`config.mk`:
```
export PLATFORM = sky130hd
export DESIGN_NAME = stream_demux_1to4
export DESIGN_NICKNAME = d
export VERILOG_FILES = /design/src/rtl/stream_demux_1to4.sv
export SDC_FILE = /design/constraint.sdc
export NUM_CORES = 1
export LEC_CHECK = 0
export BUFFER_PORTS_ARGS = -buffer_cell sky130_fd_sc_hd__buf_2
export CAP_MARGIN = 15
export CORE_AREA = 2 2 77 79
export DETAILED_ROUTE_END_ITERATION = 16
export DIE_AREA = 0 0 79 81
export HOLD_SLACK_MARGIN = 0.05
export PLACE_DENSITY = 0.78
export REMOVE_ABC_BUFFERS = 1
export SYNTH_ARGS = -nofsm -noshare
export SYNTH_HDL_FRONTEND = slang
export SYNTH_SLANG_ARGS = --single-unit
```
`constraint.sdc`:
```
create_clock -name clk -period 3.85 [get_ports clk]
set_input_delay 0.77 -clock clk [delete_from_list [all_inputs] [get_ports clk]]
set_output_delay 0.77 -clock clk [all_outputs]
set_load 0.005 [all_outputs]
```
`src/rtl/stream_demux_1to4.sv`:
```
// Registered 1-to-4 valid/ready stream demultiplexer with a single beat of output storage.
// Optional per-channel transfer counters are enabled by defining DEMUX_CNT_EN.
module stream_demux_1to4 #(
  parameter int WIDTH = 32,
  parameter int CNT_W = 16
) (
  input  logic               clk,
  input  logic               rst,
  input  logic               in_valid,
  output logic               in_ready,
  input  logic [WIDTH-1:0]   in_data,
  input  logic [1:0]         in_sel,
  output logic [3:0]         out_valid,
  input  logic [3:0]         out_ready,
  output logic [WIDTH-1:0]   out_data,
  output logic [4*CNT_W-1:0] out_cnt
);

  logic [WIDTH-1:0] data_q;
  logic [1:0]       sel_q;
  logic             full_q;
  logic             accept;
  logic             xfer;

  // Only the selected channel's ready matters; the others never gate anything.
  assign xfer      = full_q && out_ready[sel_q];
  assign in_ready  = !full_q || out_ready[sel_q];
  assign accept    = in_valid && in_ready;
  assign out_valid = full_q ? (4'b0001 << sel_q) : 4'b0000;
  assign out_data  = data_q;

  always_ff @(posedge clk) begin
    if (rst) begin
      full_q <= 1'b0;
      data_q <= '0;
      sel_q  <= 2'd0;
    end else if (accept) begin
      full_q <= 1'b1;
      data_q <= in_data;
      sel_q  <= in_sel;
    end else if (xfer) begin
      full_q <= 1'b0;
    end
  end

`ifdef DEMUX_CNT_EN
  logic [CNT_W-1:0] cnt_q [4];

  always_ff @(posedge clk) begin
    for (int i = 0; i < 4; i++) begin
      if (rst)
        cnt_q[i] <= '0;
      else if (out_valid[i] && out_ready[i])
        cnt_q[i] <= cnt_q[i] + 1'b1;
    end
  end

  for (genvar g = 0; g < 4; g++) begin : g_cnt
    assign out_cnt[g*CNT_W +: CNT_W] = cnt_q[g];
  end
`else
  assign out_cnt = '0;
`endif

endmodule

```
=== Word-level counts from Yosys, hierarchy flattened ===
Index checks and enable logic that the tools add are counted.

* Add/sub/neg operators: 0
* Multipliers: 0
* Div/mod/pow operators: 0
* $lt $le $gt $ge: 1
* Eq/ne operators: 0
* Shift-type cells: 1
* Mux-type cells: 5
* Bitwise gates (word level): 0
* Reductions and logical operators: 5

{| class="wikitable"
|+ Operator list
! kind !! number
|-
| 4-bit two-way mux || 1
|-
| 1-bit by 2-bit << shifter with 4-bit output (first input constant) || 1
|-
| 2-bit by 3-bit less-than comparator with 1-bit output (second input constant) || 1
|-
| 1-bit two-way mux || 3
|-
| 1-bit binary-select mux with 2-bit select || 1
|-
| 1-bit logical AND || 2
|-
| 2-bit nonzero test || 1
|-
| 1-bit logical NOT || 1
|-
| 1-bit logical OR || 1
|}

* Register bits: 35
* Bits in latches: 0
* RAM bits: 0
* Memory bits (read-only): 0
* Input port bits: 41
* Output and inout bits: 101
* Word-level logic and storage cells: 15
* Memories: 0

=== Longest topological paths before layout ===
Gate-level depths: netlist of run 1.

* Depth after elaboration: 5
* Mapped depth: 5
* Depth with buffers taken out: 3

=== Worst setup path after synthesis of run 1 ===
No wires, ideal clock.

* Path kind: input port to output port
* Start point: in out_ready[1]
* End point: out in_ready
* Arrival time: 1.099 ns
* Required time: 3.080 ns
* Path slack: 1.981 ns
* Stages on the path: 2
* Path buffers: 0
* Cell sequence: mux2i_1 -> a22oi_1

* Longest elaborated chain between the ends: 3

{| class="wikitable"
|+ RTL lines
! item !! RTL line !! source
|-
| start: declaration || 14 || <nowiki>input logic [3:0] out_ready,</nowiki>
|-
| 1-bit binary-select mux with 2-bit select || 27 || <nowiki>assign in_ready = !full_q || out_ready[sel_q];</nowiki>
|-
| 1-bit two-way mux (not written as such) || 27 ||
|-
| 1-bit logical OR || 27 ||
|-
| end: declaration || 10 || <nowiki>output logic in_ready,</nowiki>
|}

Every way passes these cells. The select of a mux whose other input is x is not followed.

=== Final worst setup path of run 1 ===
Same ends and word-level chain as after synthesis.

==> summary.txt, run 1 <==
Worst setup path
  • Reg2reg start: sel_q[0]
  • Worst path arrival time: between 1000 and 1500 ps
  • Worst setup path end: in_ready
  • Reg-to-reg slack, setup: 2270 ps
  • Crit path required time: 3080 ps
  • Startpoint types: input port
  • CP Launch Point: out_ready[1]
  • Crit Path Max Fanout: 2
  • CP Class: input port to output port
  • Depth of the most critical reg-to-reg path: 4
  • Setup crit end kind: output port
  • Worst r2r dst: out_data[16]

Logic synthesis
  • Share of the synthesized area in the top cell type: 0.327
  • Seq cells post-synth: 35
  • Seq/Total Area, Yosys: 0.327
  • Synth area leaders: dfxtp_1 33%, buf_4 22%, nand2b_1 20%
  • Ys Warns: 0
  • Yosys cell types: 18
  • Mapped Area: approximately 2100 um^2
  • Cells after Synth: 225
  • Largest area contributor in the netlist: dfxtp_1
  • Mapped Avg Cell Area: 9.54 um^2

Clock network
  • Post-cts sizing count: 0
  • CTS buffer count: 5
  • Hold_buf cts: 0
  • CTS tree: done
  • Worst-path clk slew: 70 ps
  • Root buf cell: clkbuf_8
  • Maximum root-to-sink buffer count: 2
  • H-Tree Depth: 2
  • CTS Sinks: 35
  • Worst-skew pair later-pin latency: between 200 and 300 ps
  • Buffer count from post-CTS setup fixing: 0

Power
  • Power Dens Cells: about 340 nW/um^2
  • Max VDD drop: 184 uV
  • Total power: 0.816 mW
  • Leak Pwr: about 1.3 nW

Timing
  • Hold WS: 468 ps
  • Slew headroom: 0.484
  • Final Setup Violations: 0
  • RSZ-0062 raised after global routing: no
  • Worst Clk Skew: around 5.7 ps
  • Final WS setup: 1620 ps
  • Worst-Margin Slew: just under 800 ps
  • Crit path time final: 2230 ps
  • Max Freq: 448 MHz
  • Setup TNS: 0 ps
  • Period utilization: 0.580
  • Slew Viols, Final: 0
  • Endpoints failing hold: 0

Global route
  • Global route hottest layer: met2
  • Vias in the first global route: 1,208
  • Total grt overflow: 0
  • Initial antenna violation count: 0
  • Met3 Usage GRT: 0.0400
  • GRT met1 Usage: 0.125
  • Gr usage total: 0.105
  • Largest net degree at the start of global routing: 70
  • M2 GR Usage: 0.177
  • First-pass GRT wire length: around 5300 um

Die
  • Die width: 79 um
  • I/O pin count: 142
  • Die Ht: 81 um
  • Die area: 6400 um^2
  • Core area: 5680 um^2
  • # rows: 28
  • Starting Density: 0.378

Placement
  • I/O Buffers: 77
  • Final HPWL from detailed placement: 2540 um
  • Dpl ws: 1610 ps
  • GPL Wtd Cong: 0.660
  • Cell Area, Placed: 2310 um^2

Layout
  • Share of layout cells above drive strength 1: 0.304
  • Commonest non-fill, non-tap cell in the layout: buf_2
  • Layout overhead on the synthesized area: 11.7%
  • Antenna fix cells: 0
  • Final #Nets: 340
  • Commonest cells after routing, fill and taps aside: 77 x buf_2, 67 x nand2b_1, 64 x conb_1
  • Final instance area: around 2400 um^2

Detailed routing
  • DRC: 0
  • Routed Antenna Nets: 0
  • Vias: 1,453
  • Drt first pass iters: 4
  • Routed len/inst: between 9 and 10 um
  • Drt initial violations: a little over 40
  • DR vias/cell: between 3 and 4
  • Total wire length: 3490 um

Min path
  • Hold/Removal Path Class: flop to flop

Job
  • Max Cap Viol: 0

Status
  • Status: finished, final reports clean
worst max-delay path: stages:
cell,delay [ps]
buf_2,90
mux2i_1,280
a22oi_1,160
buf_2,160
sequential cells by signal, summed over array words and instances (netlist names):
signal,flops
sel_q,2
full_q,1
out_data,32
worst min-delay path by stage:
stage / from / endpoint / slack (ps) / cells past startpoint
after CTS: out_data[18] / out_data[18] / 470 / 2
after global routing: out_data[28] / out_data[28] / 490 / 2
after global placement: out_data[24] / out_data[24] / 460 / 2
after detailed placement: out_data[22] / out_data[22] / 460 / 2
final: out_data[18] / out_data[18] / 470 / 2
after floorplan: out_data[0] / out_data[0] / 460 / 2
per-stage QoR:
step,std cells,util
floorplan,213,-
global placement,367,0.407
detailed placement,367,0.407
CTS,374,0.422
global route,374,0.422
finish,374,0.422
cells by family (layout without fill, tap and decap cells):
logic type / Yosys count / count (layout) / synth area share
mux: 36 / 36 / 0.168
buf+inv: 76 / 87 / 0.271
simple gates: 74 / 74 / 0.220
flops: 35 / 35 / 0.327
compound gates: 3 / 3 / 0.0128
other cells: 1 / 64 / 0.00175
per-layer routing:
metal,part of all wire,vias to the layer above,routed length (um)
met5,0,-,0
met1,0.41,647,1450
li1,-,726,-
met3,0.097,2,340
met2,0.48,78,1690
met4,0.0029,0,10
final cells by class:
cell class | instances | area [um^2]
multi-input cells | 177 | 1110
inverters | 1 | 3.75
clock inverters | 1 | 5.00
well taps | 75 | 93.8
flip-flops and latches | 35 | 701
fillers | 581 | 3280
repair buffers | 79 | 400
clock buffers | 6 | 82.6
Yosys cell counts, drive strengths merged:
master	number
a21oi	1
a221oi	1
a22oi	1
and2	2
and2b	2
and3	1
buf	68
clkbuf	7
conb	1
dfxtp	35
inv	1
mux2i	36
nand2b	67
nor2b	1
or2b	1
where the power goes:
group	total, mW	internal [mW]	leakage (nW)	switching, mW
clock	0.267	0.140	0.0470	0.127
combinational	0.146	0.0744	0.919	0.0716
sequential	0.402	0.389	0.289	0.0138
total	0.816	0.604	1.25	0.212
Note: power is estimated with default switching activity, not from simulation.
==> run 2, diff against run 1 <==
--- a/config.mk
+++ b/config.mk
@@ -7,11 +7,11 @@
 export LEC_CHECK = 0
 export BUFFER_PORTS_ARGS = -buffer_cell sky130_fd_sc_hd__buf_2
 export CAP_MARGIN = 15
-export CORE_AREA = 2 2 77 79
+export CORE_AREA = 2 2 79 81
 export DETAILED_ROUTE_END_ITERATION = 16
-export DIE_AREA = 0 0 79 81
+export DIE_AREA = 0 0 81 83
 export HOLD_SLACK_MARGIN = 0.05
-export PLACE_DENSITY = 0.78
+export PLACE_DENSITY = 0.77
 export REMOVE_ABC_BUFFERS = 1
 export SYNTH_ARGS = -nofsm -noshare
 export SYNTH_HDL_FRONTEND = slang
==> constraint.sdc (replaced) <==
create_clock -name clk -period 1.9 [get_ports clk]
set_input_delay 0.38 -clock clk [delete_from_list [all_inputs] [get_ports clk]]
set_output_delay 0.38 -clock clk [all_outputs]
set_load 0.005 [all_outputs]
==> run 2 against run 1 <==
Against the previous run:
- worst setup slack lost 1500 ps
- sequential share of layout area is essentially flat
- routed wire length grew 3.2%
- combinational power grew 110%
- critical endpoint unchanged
- highest routed layer unchanged
==> summary.txt, run 2 (synthesis results as in run 1) <==
Global route
  • Gr usage total: 0.105
  • First-pass GRT wire length: 5710 um
  • Initial antenna violation count: 0
  • Total grt overflow: 0
  • Largest net degree at the start of global routing: 70
  • Vias in the first global route: 1,296

Job
  • Max Cap Viol: 0

Layout
  • Share of layout cells above drive strength 1: 0.298
  • Max reg flops: 32
  • Final instance area: 2400 um^2
  • Final #Nets: 339
  • Layout overhead on the synthesized area: 11.7%
  • Antenna fix cells: 0
  • Post-layout util: 0.412
  • Commonest non-fill, non-tap cell in the layout: buf_2
  • Layout Cells excl Fill: 374
  • Commonest cells after routing, fill and taps aside: 77 x buf_2, 67 x nand2b_1, 64 x conb_1

Clock network
  • Worst-path clk slew: around 70 ps
  • Buffer count from post-CTS setup fixing: 0
  • CTS buffer count: 5
  • Worst-skew pair later-pin latency: 280 ps
  • Post-cts sizing count: 0
  • H-Tree Depth: 2
  • Root buf cell: clkbuf_8
  • CTS Sinks: 35
  • CTS tree: done
  • Hold_buf cts: 0
  • Maximum root-to-sink buffer count: 2

Die
  • Starting Density: 0.369
  • Core area: 5820 um^2
  • Die Ht: 83 um
  • I/O pin count: roughly 140
  • Die area: ~6700 um^2
  • # rows: 28
  • Die width: between 80 and 90 um

Detailed routing
  • Drt initial violations: 28
  • DR vias/cell: approximately 3.9
  • DRC: 0
  • Routed Antenna Nets: 0
  • Total wire length: 3600 um
  • Drt first pass iters: 4
  • Routed len/inst: between 9 and 10 um
  • Vias: 1,464

Timing
  • Worst-Margin Slew: around 770 ps
  • Final Setup Violations: 0
  • Slew headroom: 0.484
  • Endpoints failing hold: 0
  • RSZ-0062 raised after global routing: no
  • Slew Viols, Final: 0
  • Crit path time final: 1770 ps
  • Max Freq: 563 MHz
  • Worst Clk Skew: slightly below 5 ps
  • Period utilization: 0.934

Status
  • Status: finished, final reports clean

Worst setup path
  • Crit path required time: 1520 ps
  • Startpoint types: flop
  • Depth of the most critical reg-to-reg path: 4
  • Worst path arrival time: 1390 ps
  • CP Class: flop to output port
  • Setup crit end kind: output port
  • Crit Path Max Fanout: 7

Placement
  • GPL Wtd Cong: 0.751
  • Post-placement cell count: 366
  • I/O Buffers: just under 80
  • Cell Area, Placed: about 2300 um^2
  • Final HPWL from detailed placement: 2610 um

Power
  • Total power: 1.63 mW
  • Max VDD drop: about 280 uV
  • Power Dens Cells: about 680 nW/um^2
  • Leak Pwr: 1.25 nW

Min path
  • Hold/Removal Path Class: input port to flop
  • Min-Delay Path Depth: 3
[run 2: final timing paths]
check | from | endpoint | slack (ps)
worst max-delay path | sel_q[0] | in_ready | 130
worst min-delay path | in_data[17] | out_data[17] | 350
worst max register to register | sel_q[0] | out_data[4] | 330
worst min register to register | out_data[13] | out_data[13] | 470
[run 2: layer usage]
layer | share of wire | vias to the layer above | GRT usage
li1 | - | 723 | -
met4 | 0.0086 | 0 | 0.0324
met1 | 0.40 | 651 | 0.120
met5 | 0 | - | 0
met3 | 0.10 | 4 | 0.0391
met2 | 0.49 | 86 | 0.178
[run 2: worst max-delay path, cell delays in order (launching register included)]
cell and delay, ps:
dfxtp_1 440, mux2i_1 370, a22oi_1 160, buf_2 160
[run 2: power breakdown]
part           total, mW  switching (mW)  internal [mW]  leakage, nW
logic              0.300           0.147          0.153        0.919
clock network      0.510           0.252          0.257       0.0422
registers          0.817          0.0287          0.788        0.289
[run 2: layout make-up]
cell class,count,area [um^2]
sequential,35,701
fill,580,3420
clock buffer,7,76.3
clock inverter,1,5.00
timing repair buffer,78,405
tap,75,93.8
multi-input combinational,177,1110
inverter,1,3.75
[run 2: through the flow]
step | TNS [ps] | setup WS (ps) | hold slack [ps]
floorplan | -42050 | -1240 | 449
global placement | 0 | 406 | 455
detailed placement | 0 | 325 | 462
CTS | 0 | 96.7 | 338
global route | 0 | 23.7 | 338
finish | 0 | 125 | 352
==> run 3, diff against run 2 <==
--- a/config.mk
+++ b/config.mk
@@ -7,11 +7,12 @@
 export LEC_CHECK = 0
 export BUFFER_PORTS_ARGS = -buffer_cell sky130_fd_sc_hd__buf_2
 export CAP_MARGIN = 15
-export CORE_AREA = 2 2 79 81
+export CORE_AREA = 2 2 77 79
 export DETAILED_ROUTE_END_ITERATION = 16
-export DIE_AREA = 0 0 81 83
+export DIE_AREA = 0 0 79 81
 export HOLD_SLACK_MARGIN = 0.05
-export PLACE_DENSITY = 0.77
+export MAX_ROUTING_LAYER = met4
+export PLACE_DENSITY = 0.78
 export REMOVE_ABC_BUFFERS = 1
 export SYNTH_ARGS = -nofsm -noshare
 export SYNTH_HDL_FRONTEND = slang
==> constraint.sdc (replaced) <==
create_clock -name clk -period 2.3 [get_ports clk]
set_input_delay 0.46 -clock clk [delete_from_list [all_inputs] [get_ports clk]]
set_output_delay 0.46 -clock clk [all_outputs]
set_load 0.005 [all_outputs]
==> run 3 against run 2 <==
Against the previous run:
- clock skew is 3.3 ps higher
- combinational power is 18% lower
- global-route usage is 0.35 points higher
- clock power is 12% lower
- sequential share of layout area hardly changed
- worst setup slack better by 280 ps
- die area is 4.8% lower
- critical path type unchanged
- critical endpoint unchanged
- largest cell class unchanged
- highest routed layer unchanged
==> summary.txt, run 3 (synthesis results as in run 1) <==
Status
  • Status: finished, final reports clean

Power
  • Leak Pwr: ~1.3 nW
  • Total power: 1.37 mW
  • Power Dens Cells: 572 nW/um^2
  • Max VDD drop: 283 uV

Timing
  • Final WS setup: 408 ps
  • Period utilization: 0.822
  • Slew headroom: 0.461
  • Final Setup Violations: 0
  • Max Freq: 529 MHz
  • Crit path time final: 1890 ps
  • Worst-Margin Slew: 808 ps
  • Slew Viols, Final: 0
  • Hold WS: 430 ps
  • Worst Clk Skew: 8.27 ps
  • RSZ-0062 raised after global routing: no
  • Endpoints failing hold: 0

Detailed routing
  • Drt first pass iters: 4
  • Routed len/inst: about 9.5 um
  • DRC: 0
  • Routed Antenna Nets: 0
  • Vias: 1,442
  • DR vias/cell: 3.86
  • Total wire length: 3560 um
  • Drt initial violations: 55

Layout
  • Share of layout cells above drive strength 1: 0.304
  • Layout overhead on the synthesized area: 11.7%
  • Commonest non-fill, non-tap cell in the layout: buf_2
  • Final #Nets: 340
  • Antenna fix cells: 0
  • Commonest cells after routing, fill and taps aside: 77 x buf_2, 67 x nand2b_1, 64 x conb_1
  • Post-layout util: 0.422
  • Max reg flops: 32
  • Layout Cells excl Fill: 374

Clock network
  • Worst-path clk slew: 70 ps
  • CTS tree: done
  • CTS Sinks: 35
  • H-Tree Depth: 2
  • Maximum root-to-sink buffer count: 2
  • Hold_buf cts: 0
  • Buffer count from post-CTS setup fixing: 0
  • Root buf cell: clkbuf_8
  • CTS buffer count: 5
  • Worst-skew pair later-pin latency: 280 ps
  • Post-cts sizing count: 0

Job
  • Max Cap Viol: 0

Die
  • Core area: ~5700 um^2
  • Starting Density: 0.378
  • # rows: 28
  • I/O pin count: 142
  • Die Ht: a little over 80 um
  • Die area: about 6400 um^2
  • Die width: 79 um

Worst setup path
  • Crit Path Max Fanout: 7
  • Startpoint types: flop
  • CP Class: flop to output port
  • Setup crit end kind: output port
  • Crit path required time: about 1800 ps
  • Worst path arrival time: 1430 ps

Global route
  • Gr usage total: 0.108
  • Largest net degree at the start of global routing: 70
  • Initial antenna violation count: 0
  • Vias in the first global route: approximately 1,100
  • Total grt overflow: 0
  • First-pass GRT wire length: 5210 um

Placement
  • Final HPWL from detailed placement: about 2600 um
  • I/O Buffers: between 70 and 80
  • Dpl ws: 613 ps
  • Post-placement cell count: between 300 and 400
  • GPL Wtd Cong: 0.664

Min path
  • Hold/Removal Path Class: input port to flop
==> run 3: cell types whose count changed in the layout (fill, tap and decap cells not counted) <==
| cell | delta |
|---|---|
| buf_12 | -1 |
| clkbuf_1 | -2 |
| buf_4 | +2 |
| clkbuf_8 | +1 |
==> run 3: power breakdown <==
group	total, mW	internal, mW	switching [mW]
Combinational	0.246	0.125	0.121
Clock	0.451	0.235	0.216
Sequential	0.674	0.651	0.0238
==> run 3: final cells by class <==
| class | instances | area (um^2) |
|---|---|---|
| Timing Repair Buffer | 79 | 400 |
| Sequential cell | 35 | 701 |
| Inverter | 1 | 3.75 |
| Tap cell | 75 | 93.8 |
| Clock inverter | 1 | 5.00 |
| Fill cell | 582 | 3280 |
| Clock buffer | 6 | 82.6 |
| Multi-Input combinational cell | 177 | 1110 |
==> run 3: final timing paths <==
path / endpoint / slack, ps / depth (start not counted) / start
max: in_ready / 410 / 3 / sel_q[0]
min: out_data[13] / 430 / 3 / in_data[13]
max reg2reg: out_data[23] / 690 / 4 / sel_q[0]
min reg2reg: out_data[2] / 470 / 2 / out_data[2]
==> run 3: stage by stage <==
stage,setup TNS (ps),area (um^2)
after detailed placement,0,2310
after global routing,0,2400
final,0,2400
after CTS,0,2400
after global placement,0,2310
after floorplan,-29410,1800
==> run 3: per-layer routing <==
layer / GRT usage / vias up / share of wire
li1: - / 725 / -
met1: 0.129 / 638 / 0.44
met2: 0.166 / 77 / 0.47
met3: 0.0444 / 2 / 0.092
met4: 0.0362 / 0 / 0.0028
met5: - / - / 0
==> run 3: critical path, stage by stage, from the launching register on <==
cell and delay, ps:
dfxtp_1 450, mux2i_1 410, a22oi_1 140, buf_2 160
